<file path="src/rtl/mem_load_store_unit_pkg.sv">
// mem_lsu_pkg: access-size encodings, RMW state enum and the big-endian lane mask helper.
package mem_lsu_pkg;

    localparam logic [1:0] SIZE_BYTE = 2'b00;
    localparam logic [1:0] SIZE_HALF = 2'b01;
    localparam logic [1:0] SIZE_WORD = 2'b10;

    typedef enum logic {IDLE, RMW_WR} state_e;

    // Byte offset 0 is the most significant lane.
    function automatic logic [31:0] lane_mask(input logic [1:0] size, input logic [1:0] off);
        lane_mask = size == SIZE_BYTE ? 32'hFF00_0000 >> {off, 3'b000} :
                    size == SIZE_HALF ? 32'hFFFF_0000 >> {off[1], 4'b0000} : 32'hFFFF_FFFF;
    endfunction

endpackage

</file>
<file path="src/rtl/mem_load_store_unit_if.sv">
// mem_load_store_unit_if: pipeline-side request/response and memory-side port bundle of the load/store unit.
interface mem_load_store_unit_if #(parameter int DATA_W = 32);
    logic [31:0]       Addr_MEM;
    logic [DATA_W-1:0] Store_Data_MEM;
    logic              MemRead_MEM;
    logic              MemWrite_MEM;
    logic [1:0]        Mem_Size_MEM;
    logic              Mem_Unsigned;
    logic              Flush_MEM;
    logic [DATA_W-1:0] Load_Data_MEM;
    logic              Stall_MEM;
    logic              Addr_Error;
    logic [31:0]       Bad_VAddr;
    logic [31:0]       Mem_Addr;
    logic [DATA_W-1:0] Mem_Write_Data;
    logic              Mem_Read;
    logic              Mem_Write;
    logic [DATA_W-1:0] Mem_Read_Data;

    modport master (
        output Addr_MEM, Store_Data_MEM, MemRead_MEM, MemWrite_MEM, Mem_Size_MEM, Mem_Unsigned, Flush_MEM,
               Mem_Read_Data,
        input  Load_Data_MEM, Stall_MEM, Addr_Error, Bad_VAddr, Mem_Addr, Mem_Write_Data, Mem_Read, Mem_Write
    );

    modport slave (
        input  Addr_MEM, Store_Data_MEM, MemRead_MEM, MemWrite_MEM, Mem_Size_MEM, Mem_Unsigned, Flush_MEM,
               Mem_Read_Data,
        output Load_Data_MEM, Stall_MEM, Addr_Error, Bad_VAddr, Mem_Addr, Mem_Write_Data, Mem_Read, Mem_Write
    );
endinterface

</file>
<file path="src/rtl/mem_load_store_unit_load_align.sv">
// lsu_load_align: picks the addressed big-endian lane of a memory word and sign/zero-extends it.
module lsu_load_align
    import mem_lsu_pkg::*;
#(
    parameter int DATA_W = 32
) (
    input  logic [DATA_W-1:0] word_i,
    input  logic [1:0]        off_i,
    input  logic [1:0]        size_i,
    input  logic              unsigned_i,
    output logic [DATA_W-1:0] data_o
);
    logic [7:0]  byte_v;
    logic [15:0] half_v;

    // ~off is 3-off, i.e. the lane count below the addressed byte.
    assign byte_v = 8'(word_i >> {~off_i, 3'b000});
    assign half_v = 16'(word_i >> {~off_i[1], 4'b0000});

    always_comb begin
        data_o = size_i == SIZE_BYTE ? {{24{byte_v[7] & ~unsigned_i}}, byte_v} :
                 size_i == SIZE_HALF ? {{16{half_v[15] & ~unsigned_i}}, half_v} : word_i;
    end
endmodule

</file>
<file path="src/rtl/mem_load_store_unit.sv">
// mem_load_store_unit: MEM-stage load/store unit; checks alignment/range, extends loads,
// and turns SB/SH into a stalled read-modify-write because the memory has no byte enables.
module mem_load_store_unit
    import mem_lsu_pkg::*;
#(
    parameter int DATA_W    = 32,
    parameter int MEM_WORDS = 512
) (
    input logic                Clk,
    input logic                Rst_n,
    mem_load_store_unit_if.slave bus
);
    state_e            state_q, state_d;
    logic [DATA_W-1:0] merge_q, merge_d;
    logic [31:0]       addr_q, addr_d;
    logic [31:0]       bad_vaddr_q, bad_vaddr_d;
    logic [31:0]       word_idx;
    logic [31:0]       mask;
    logic [DATA_W-1:0] store_rep;
    logic [DATA_W-1:0] aligned;
    logic              idle, valid, is_word, misaligned, err;
    logic              is_store, is_load, is_partial;

    assign word_idx   = {2'b00, bus.Addr_MEM[31:2]};
    assign idle       = state_q == IDLE;
    // While the write half of an RMW is in flight the held inputs are ignored.
    assign valid      = idle & (bus.MemRead_MEM | bus.MemWrite_MEM) & ~bus.Flush_MEM;
    assign is_word    = bus.Mem_Size_MEM[1];
    assign misaligned = is_word ? |bus.Addr_MEM[1:0] : (bus.Mem_Size_MEM == SIZE_HALF) & bus.Addr_MEM[0];
    assign err        = valid & (misaligned | (word_idx >= 32'(MEM_WORDS)));
    assign is_store   = valid & ~err & bus.MemWrite_MEM;
    assign is_load    = valid & ~err & ~bus.MemWrite_MEM;
    assign is_partial = is_store & ~is_word;

    assign mask      = lane_mask(bus.Mem_Size_MEM, bus.Addr_MEM[1:0]);
    assign store_rep = bus.Mem_Size_MEM == SIZE_BYTE ? {4{bus.Store_Data_MEM[7:0]}} : {2{bus.Store_Data_MEM[15:0]}};

    lsu_load_align #(.DATA_W(DATA_W)) u_align (
        .word_i     (bus.Mem_Read_Data),
        .off_i      (bus.Addr_MEM[1:0]),
        .size_i     (bus.Mem_Size_MEM),
        .unsigned_i (bus.Mem_Unsigned),
        .data_o     (aligned)
    );

    always_ff @(posedge Clk or negedge Rst_n) begin
        if (!Rst_n) begin
            state_q     <= IDLE;
            merge_q     <= '0;
            addr_q      <= '0;
            bad_vaddr_q <= '0;
        end else begin
            state_q     <= state_d;
            merge_q     <= merge_d;
            addr_q      <= addr_d;
            bad_vaddr_q <= bad_vaddr_d;
        end
    end

    always_comb begin
        state_d     = idle ? IDLE : IDLE;
        merge_d     = merge_q;
        addr_d      = addr_q;
        bad_vaddr_d = err ? bus.Addr_MEM : bad_vaddr_q;
        if (is_partial) begin
            state_d = RMW_WR;
            merge_d = (bus.Mem_Read_Data & ~mask) | (store_rep & mask);
            addr_d  = word_idx;
        end
    end

    // Strobes are gated by Rst_n so nothing reaches memory while reset is held.
    always_comb begin
        bus.Mem_Addr       = idle ? word_idx : addr_q;
        bus.Mem_Write_Data = idle ? bus.Store_Data_MEM : merge_q;
        bus.Mem_Read       = Rst_n & (is_load | is_partial);
        bus.Mem_Write      = Rst_n & (~idle | (is_store & is_word));
        bus.Stall_MEM      = Rst_n & is_partial;
        bus.Addr_Error     = Rst_n & err;
        bus.Load_Data_MEM  = (Rst_n & is_load) ? aligned : '0;
        bus.Bad_VAddr      = bad_vaddr_q;
    end
endmodule

</file>
<file path="src/flat_wrapper.sv">
// flat-port wrapper written by rule: the top's interface ports become plain ports
module mem_load_store_unit_flat import mem_lsu_pkg::*;
#(
    parameter int DATA_W    = 32,
    parameter int MEM_WORDS = 512
)
  (Clk, Rst_n, bus_Addr_MEM, bus_Store_Data_MEM, bus_MemRead_MEM, bus_MemWrite_MEM, bus_Mem_Size_MEM, bus_Mem_Unsigned, bus_Flush_MEM, bus_Mem_Read_Data, bus_Load_Data_MEM, bus_Stall_MEM, bus_Addr_Error, bus_Bad_VAddr, bus_Mem_Addr, bus_Mem_Write_Data, bus_Mem_Read, bus_Mem_Write);
  mem_load_store_unit_if #(.DATA_W(DATA_W)) bus_i ();
  input logic Clk;
  input logic Rst_n;
  input wire logic [$bits(bus_i.Addr_MEM)-1:0] bus_Addr_MEM;
  input wire logic [$bits(bus_i.Store_Data_MEM)-1:0] bus_Store_Data_MEM;
  input wire logic [$bits(bus_i.MemRead_MEM)-1:0] bus_MemRead_MEM;
  input wire logic [$bits(bus_i.MemWrite_MEM)-1:0] bus_MemWrite_MEM;
  input wire logic [$bits(bus_i.Mem_Size_MEM)-1:0] bus_Mem_Size_MEM;
  input wire logic [$bits(bus_i.Mem_Unsigned)-1:0] bus_Mem_Unsigned;
  input wire logic [$bits(bus_i.Flush_MEM)-1:0] bus_Flush_MEM;
  input wire logic [$bits(bus_i.Mem_Read_Data)-1:0] bus_Mem_Read_Data;
  output wire logic [$bits(bus_i.Load_Data_MEM)-1:0] bus_Load_Data_MEM;
  output wire logic [$bits(bus_i.Stall_MEM)-1:0] bus_Stall_MEM;
  output wire logic [$bits(bus_i.Addr_Error)-1:0] bus_Addr_Error;
  output wire logic [$bits(bus_i.Bad_VAddr)-1:0] bus_Bad_VAddr;
  output wire logic [$bits(bus_i.Mem_Addr)-1:0] bus_Mem_Addr;
  output wire logic [$bits(bus_i.Mem_Write_Data)-1:0] bus_Mem_Write_Data;
  output wire logic [$bits(bus_i.Mem_Read)-1:0] bus_Mem_Read;
  output wire logic [$bits(bus_i.Mem_Write)-1:0] bus_Mem_Write;
  assign bus_i.Addr_MEM = bus_Addr_MEM;
  assign bus_i.Store_Data_MEM = bus_Store_Data_MEM;
  assign bus_i.MemRead_MEM = bus_MemRead_MEM;
  assign bus_i.MemWrite_MEM = bus_MemWrite_MEM;
  assign bus_i.Mem_Size_MEM = bus_Mem_Size_MEM;
  assign bus_i.Mem_Unsigned = bus_Mem_Unsigned;
  assign bus_i.Flush_MEM = bus_Flush_MEM;
  assign bus_i.Mem_Read_Data = bus_Mem_Read_Data;
  assign bus_Load_Data_MEM = bus_i.Load_Data_MEM;
  assign bus_Stall_MEM = bus_i.Stall_MEM;
  assign bus_Addr_Error = bus_i.Addr_Error;
  assign bus_Bad_VAddr = bus_i.Bad_VAddr;
  assign bus_Mem_Addr = bus_i.Mem_Addr;
  assign bus_Mem_Write_Data = bus_i.Mem_Write_Data;
  assign bus_Mem_Read = bus_i.Mem_Read;
  assign bus_Mem_Write = bus_i.Mem_Write;
  mem_load_store_unit #(.DATA_W(DATA_W), .MEM_WORDS(MEM_WORDS)) u_core (.Clk(Clk), .Rst_n(Rst_n), .bus(bus_i));
endmodule
</file>
<file path="config.mk">
export PLATFORM = sky130hd
export DESIGN_NAME = mem_load_store_unit_flat
export DESIGN_NICKNAME = d
export VERILOG_FILES = /design/src/rtl/mem_load_store_unit_pkg.sv /design/src/rtl/mem_load_store_unit_if.sv /design/src/rtl/mem_load_store_unit_load_align.sv /design/src/rtl/mem_load_store_unit.sv /design/src/flat_wrapper.sv
export SDC_FILE = /design/constraint.sdc
export NUM_CORES = 1
export LEC_CHECK = 0
export BUFFER_PORTS_ARGS = -buffer_cell sky130_fd_sc_hd__buf_4
export CAP_MARGIN = 20
export CORE_MARGIN = 3
export CORE_UTILIZATION = 25
export CTS_CLUSTER_SIZE = 14
export DETAILED_ROUTE_END_ITERATION = 16
export GPL_TIMING_DRIVEN = 0
export PLACE_DENSITY = 0.44
export SKIP_LAST_GASP = 1
export SYNTH_ARGS = -nofsm -noshare
export SYNTH_HDL_FRONTEND = slang
export SYNTH_HIERARCHICAL = 1
export SYNTH_SLANG_ARGS = --single-unit
</file>
<file path="constraint.sdc">
create_clock -name Clk -period 4 [get_ports Clk]
set_clock_uncertainty 0.05 [all_clocks]
set_input_delay 0.2 -clock Clk [delete_from_list [all_inputs] [get_ports Clk]]
set_output_delay 0.2 -clock Clk [all_outputs]
set_load 0.01 [all_outputs]
</file>
==> load_flow_metrics.sql <==
INSERT INTO impl_metrics (metric_group, metric, value, unit) VALUES
('outcome', 'outcome', 'finished, final reports clean', ''),
('floorplan', 'floorplan.die_area', '0.02594', 'mm^2'),
('drt', 'drt_first_pass_iters', '5', ''),
('power_and_ir_drop', 'power.leakage', '4.104', 'nW'),
('sta', 'setup_repair_after_global_routing_missed_its_margin', 'no', ''),
('clocking', 'cts.root.buffer_cell', 'sky130_fd_sc_hd__clkbuf_16', ''),
('layout', 'drive_gt1_frac', '0.6115', ''),
('yosys', 'synthDistinctLibCells', '45', ''),
('yosys', 'yosys_warnings', '6', ''),
('sta', 'slew_hr', '0.3779', ''),
('worst_setup_path', 'endpoint_kind', 'output pin', ''),
('drt', 'drt_iter0_drc', '164', ''),
('global_routing', 'grt_pass1_vias', '5193', ''),
('sta', 'hold_viol', '0', ''),
('floorplan', 'die_w', '161.1', 'um'),
('worst_setup_path', 'setup.worst_path.class', 'primary input to output pin', ''),
('sta', 'final_period_minus_worst_setup_slack', '2.935', 'ns'),
('worst_setup_path', 'worstSetupStartpoint', 'Rst_n', ''),
('clocking', 'tritoncts_clock_tree', 'yes', ''),
('clocking', 'worst_setup_hold_path_clk_slew', '0.08', 'ns'),
('drt', 'drt-vias-per-instance', '4.413', ''),
('clocking', 'cts_buf_count', '9', ''),
('place', 'dpl.hpwl', '16830', 'um'),
('drt', 'wirelength_per_cell', '19.58', 'um'),
('clocking', 'tritoncts_sink_count', '95', ''),
('worst_setup_path', 'critical_path.max_stage_delay', '0.53', 'ns'),
('clocking', 'cts-htree-levels', '3', ''),
('yosys', 'synthesis.instances', '507', ''),
('clocking', 'postCtsResizedCells', '0', ''),
('sta', 'hold_slack', '0.04911', 'ns'),
('yosys', 'synth_edf_count', '0', ''),
('yosys', 'synthesis.area_per_instance', '11.86', 'um^2'),
('clocking', 'clock_insertion_delay_worst_skew', '0.34', 'ns'),
('sta', 'timing.final.max_slew_violations', '0', ''),
('worst_setup_path', 'worst_path_max_delay_cell', 'sky130_fd_sc_hd__dlygate4sd3_1', ''),
('clocking', 'cts_post_setup_buffers_inserted', '0', ''),
('sta', 'max_freq', '340.7', 'MHz'),
('worst_setup_path', 'worst-r2r-cell-count', '7', ''),
('clocking', 'cts-hold-fix-buffers', '1', ''),
('place', 'buffer_ports.inserted', '233', ''),
('sta', 'total_negative_setup_slack', '0', 'ns'),
('global_routing', 'initial_antenna_violation_count', '1', ''),
('drt', 'antenna_violating_nets_remaining', '0', ''),
('worst_setup_path', 'most_frequent_cell_on_the_critical_path', 'sky130_fd_sc_hd__buf_4', ''),
('floorplan', 'fp.coreArea', '0.02354', 'mm^2'),
('clocking', 'clock_tree.buffer_depth', '2', ''),
('worst_setup_path', 'worst_ep_arrival_time', '2.69', 'ns'),
('drt', 'total_wire_length_after_detailed_routing', '21190', 'um'),
('layout', 'final_cell_area', '0.008503', 'mm^2'),
('worst_setup_path', 'critical_path_depth', '9', ''),
('yosys', 'synth_async_sr_flop_share', '1.000', ''),
('drt', 'via_count', '4775', ''),
('global_routing', 'grt_overflow', '0', ''),
('global_routing', 'grt_first_pass_wirelength', '31620', 'um'),
('yosys', 'syn-cell-area', '0.006011', 'mm^2'),
('job', 'max_cap_violations', '0', ''),
('worst_setup_path', 'regToRegStartpoint', 'u_core/state_q', ''),
('yosys', 'synth_seq_cells', '95', ''),
('place', 'finalWeightedCongestion', '0.8671', ''),
('worst_setup_path', 'crit_path_start_kind', 'primary input', ''),
('worst_setup_path', 'critical_path.endpoint', 'bus_Load_Data_MEM[9]', ''),
('layout', 'nets', '861', ''),
('global_routing', 'grt_start_max_net_pins', '61', ''),
('worst_setup_path', 'crit_family', 'buffers and inverters', ''),
('floorplan', 'fp-row-count', '56', ''),
('yosys', 'post-synth-top-area-cell', 'sky130_fd_sc_hd__dfrtp_1', ''),
('drt', 'drt_drc_violations_left', '0', ''),
('floorplan', 'starting_density_of_the_core', '0.2553', ''),
('worst_hold_path', 'timing.hold.worst.start', 'bus_Addr_MEM[16]', ''),
('worst_setup_path', 'sum_of_buffers_and_inverters_on_the_critical_path', '6', ''),
('worst_setup_path', 'setup.reg_to_reg.worst_slack', '1.64', 'ns');
[flip-flops by register name, indices dropped and copies added (netlist names)]
register / cells
u_core/addr_q: 30
u_core/bus.Bad_VAddr: 32
u_core/merge_q: 32
u_core/state_q: 1
[metal layers]
layer	share of wire	routed length (um)	vias up	GRT usage
li1	-	-	2297	-
met2	0.49	10480	151	0.2705
met1	0.44	9337	2315	0.2051
met5	0	0	-	0
met4	0.012	258	0	0.04224
met3	0.052	1104	12	0.03309
[cells in the mapped netlist, types with 2 or more instances]
master	n
sky130_fd_sc_hd__clkbuf_1	15
sky130_fd_sc_hd__and3_1	2
sky130_fd_sc_hd__mux4_1	2
sky130_fd_sc_hd__buf_4	2
sky130_fd_sc_hd__mux4_2	5
sky130_fd_sc_hd__dfrtp_1	95
sky130_fd_sc_hd__o21bai_1	2
sky130_fd_sc_hd__nand2b_1	2
sky130_fd_sc_hd__or2_2	2
sky130_fd_sc_hd__a31oi_1	15
sky130_fd_sc_hd__nor4_1	5
sky130_fd_sc_hd__nand2_1	47
sky130_fd_sc_hd__o21ai_1	7
sky130_fd_sc_hd__nor2_1	13
sky130_fd_sc_hd__nor2b_1	3
sky130_fd_sc_hd__inv_1	5
sky130_fd_sc_hd__a21oi_1	2
sky130_fd_sc_hd__mux2_4	39
sky130_fd_sc_hd__o21ai_2	3
sky130_fd_sc_hd__buf_6	10
sky130_fd_sc_hd__o21ai_0	9
sky130_fd_sc_hd__nor3_1	2
sky130_fd_sc_hd__buf_2	8
sky130_fd_sc_hd__and2_1	54
sky130_fd_sc_hd__mux2_2	138
[power breakdown]
group          leakage [nW]  internal [mW]  switching [mW]
sequential             1.26           1.00          0.0232
clock                 0.134          0.432           0.404
combinational          2.71          0.306           0.256
[placed cells by master, fill, tap and decap left out, types with 2 or more instances in the layout]
cell,count
sky130_fd_sc_hd__a21oi_1,2
sky130_fd_sc_hd__a31oi_1,15
sky130_fd_sc_hd__and2_1,54
sky130_fd_sc_hd__and3_1,2
sky130_fd_sc_hd__buf_2,9
sky130_fd_sc_hd__buf_4,237
sky130_fd_sc_hd__buf_6,10
sky130_fd_sc_hd__clkbuf_1,16
sky130_fd_sc_hd__clkbuf_16,9
sky130_fd_sc_hd__clkinv_4,2
sky130_fd_sc_hd__conb_1,2
sky130_fd_sc_hd__dfrtp_1,95
sky130_fd_sc_hd__inv_1,5
sky130_fd_sc_hd__inv_6,3
sky130_fd_sc_hd__mux2_2,138
sky130_fd_sc_hd__mux2_4,39
sky130_fd_sc_hd__mux4_1,2
sky130_fd_sc_hd__mux4_2,5
sky130_fd_sc_hd__nand2_1,47
sky130_fd_sc_hd__nand2b_1,2
sky130_fd_sc_hd__nor2_1,13
sky130_fd_sc_hd__nor2b_1,3
sky130_fd_sc_hd__nor3_1,2
sky130_fd_sc_hd__nor4_1,5
sky130_fd_sc_hd__o21ai_0,9
sky130_fd_sc_hd__o21ai_1,7
sky130_fd_sc_hd__o21ai_2,3
sky130_fd_sc_hd__o21bai_1,2
sky130_fd_sc_hd__or2_2,2
[cell families (layout without fill, tap and decap cells)]
logic type / after synthesis / count (layout) / synth area share
and+or+nand+nor: 138 / 138 / 0.1226
AOI/OAI and AO/OA: 45 / 45 / 0.05058
buffers and inverters: 42 / 296 / 0.04184
DFF: 95 / 95 / 0.3955
muxes: 186 / 186 / 0.3888
other: 1 / 3 / 0.0006239
[layout make-up]
class | instances | area, um^2
Fill cell | 2425 | 15040
Multi-Input combinational cell | 371 | 3386
Sequential cell | 95 | 2377
Timing Repair Buffer | 238 | 1807
Tap cell | 319 | 399.1
Buffer | 37 | 232.7
Clock buffer | 10 | 229.0
Clock inverter | 6 | 51.30
Inverter | 5 | 18.77
Antenna cell | 1 | 2.502
[worst min-delay path by stage]
stage / endpoint / slack, ns / depth (start not counted)
4_1_cts: u_core/bus.Bad_VAddr[26] / 0.03 / 2
3_5_place_dp: u_core/bus.Bad_VAddr[30] / 0.18 / 1
3_3_place_gp: u_core/addr_q[0] / 0.40 / 2
5_1_grt: u_core/addr_q[7] / 0.03 / 2
6_report: u_core/bus.Bad_VAddr[16] / 0.05 / 2
2_1_floorplan: u_core/addr_q[0] / -0.15 / 0
[through the flow]
stage	setup slack (ns)	cells	utilization
5_1_grt	0.7665	1082	0.3612
6_report	1.065	1082	0.3612
2_1_floorplan	1.943	508	-
4_1_cts	0.4343	1078	0.3602
3_5_place_dp	0.9204	1061	0.3479
3_3_place_gp	0.7841	1060	0.3467
(Power assumes the default switching activity.)
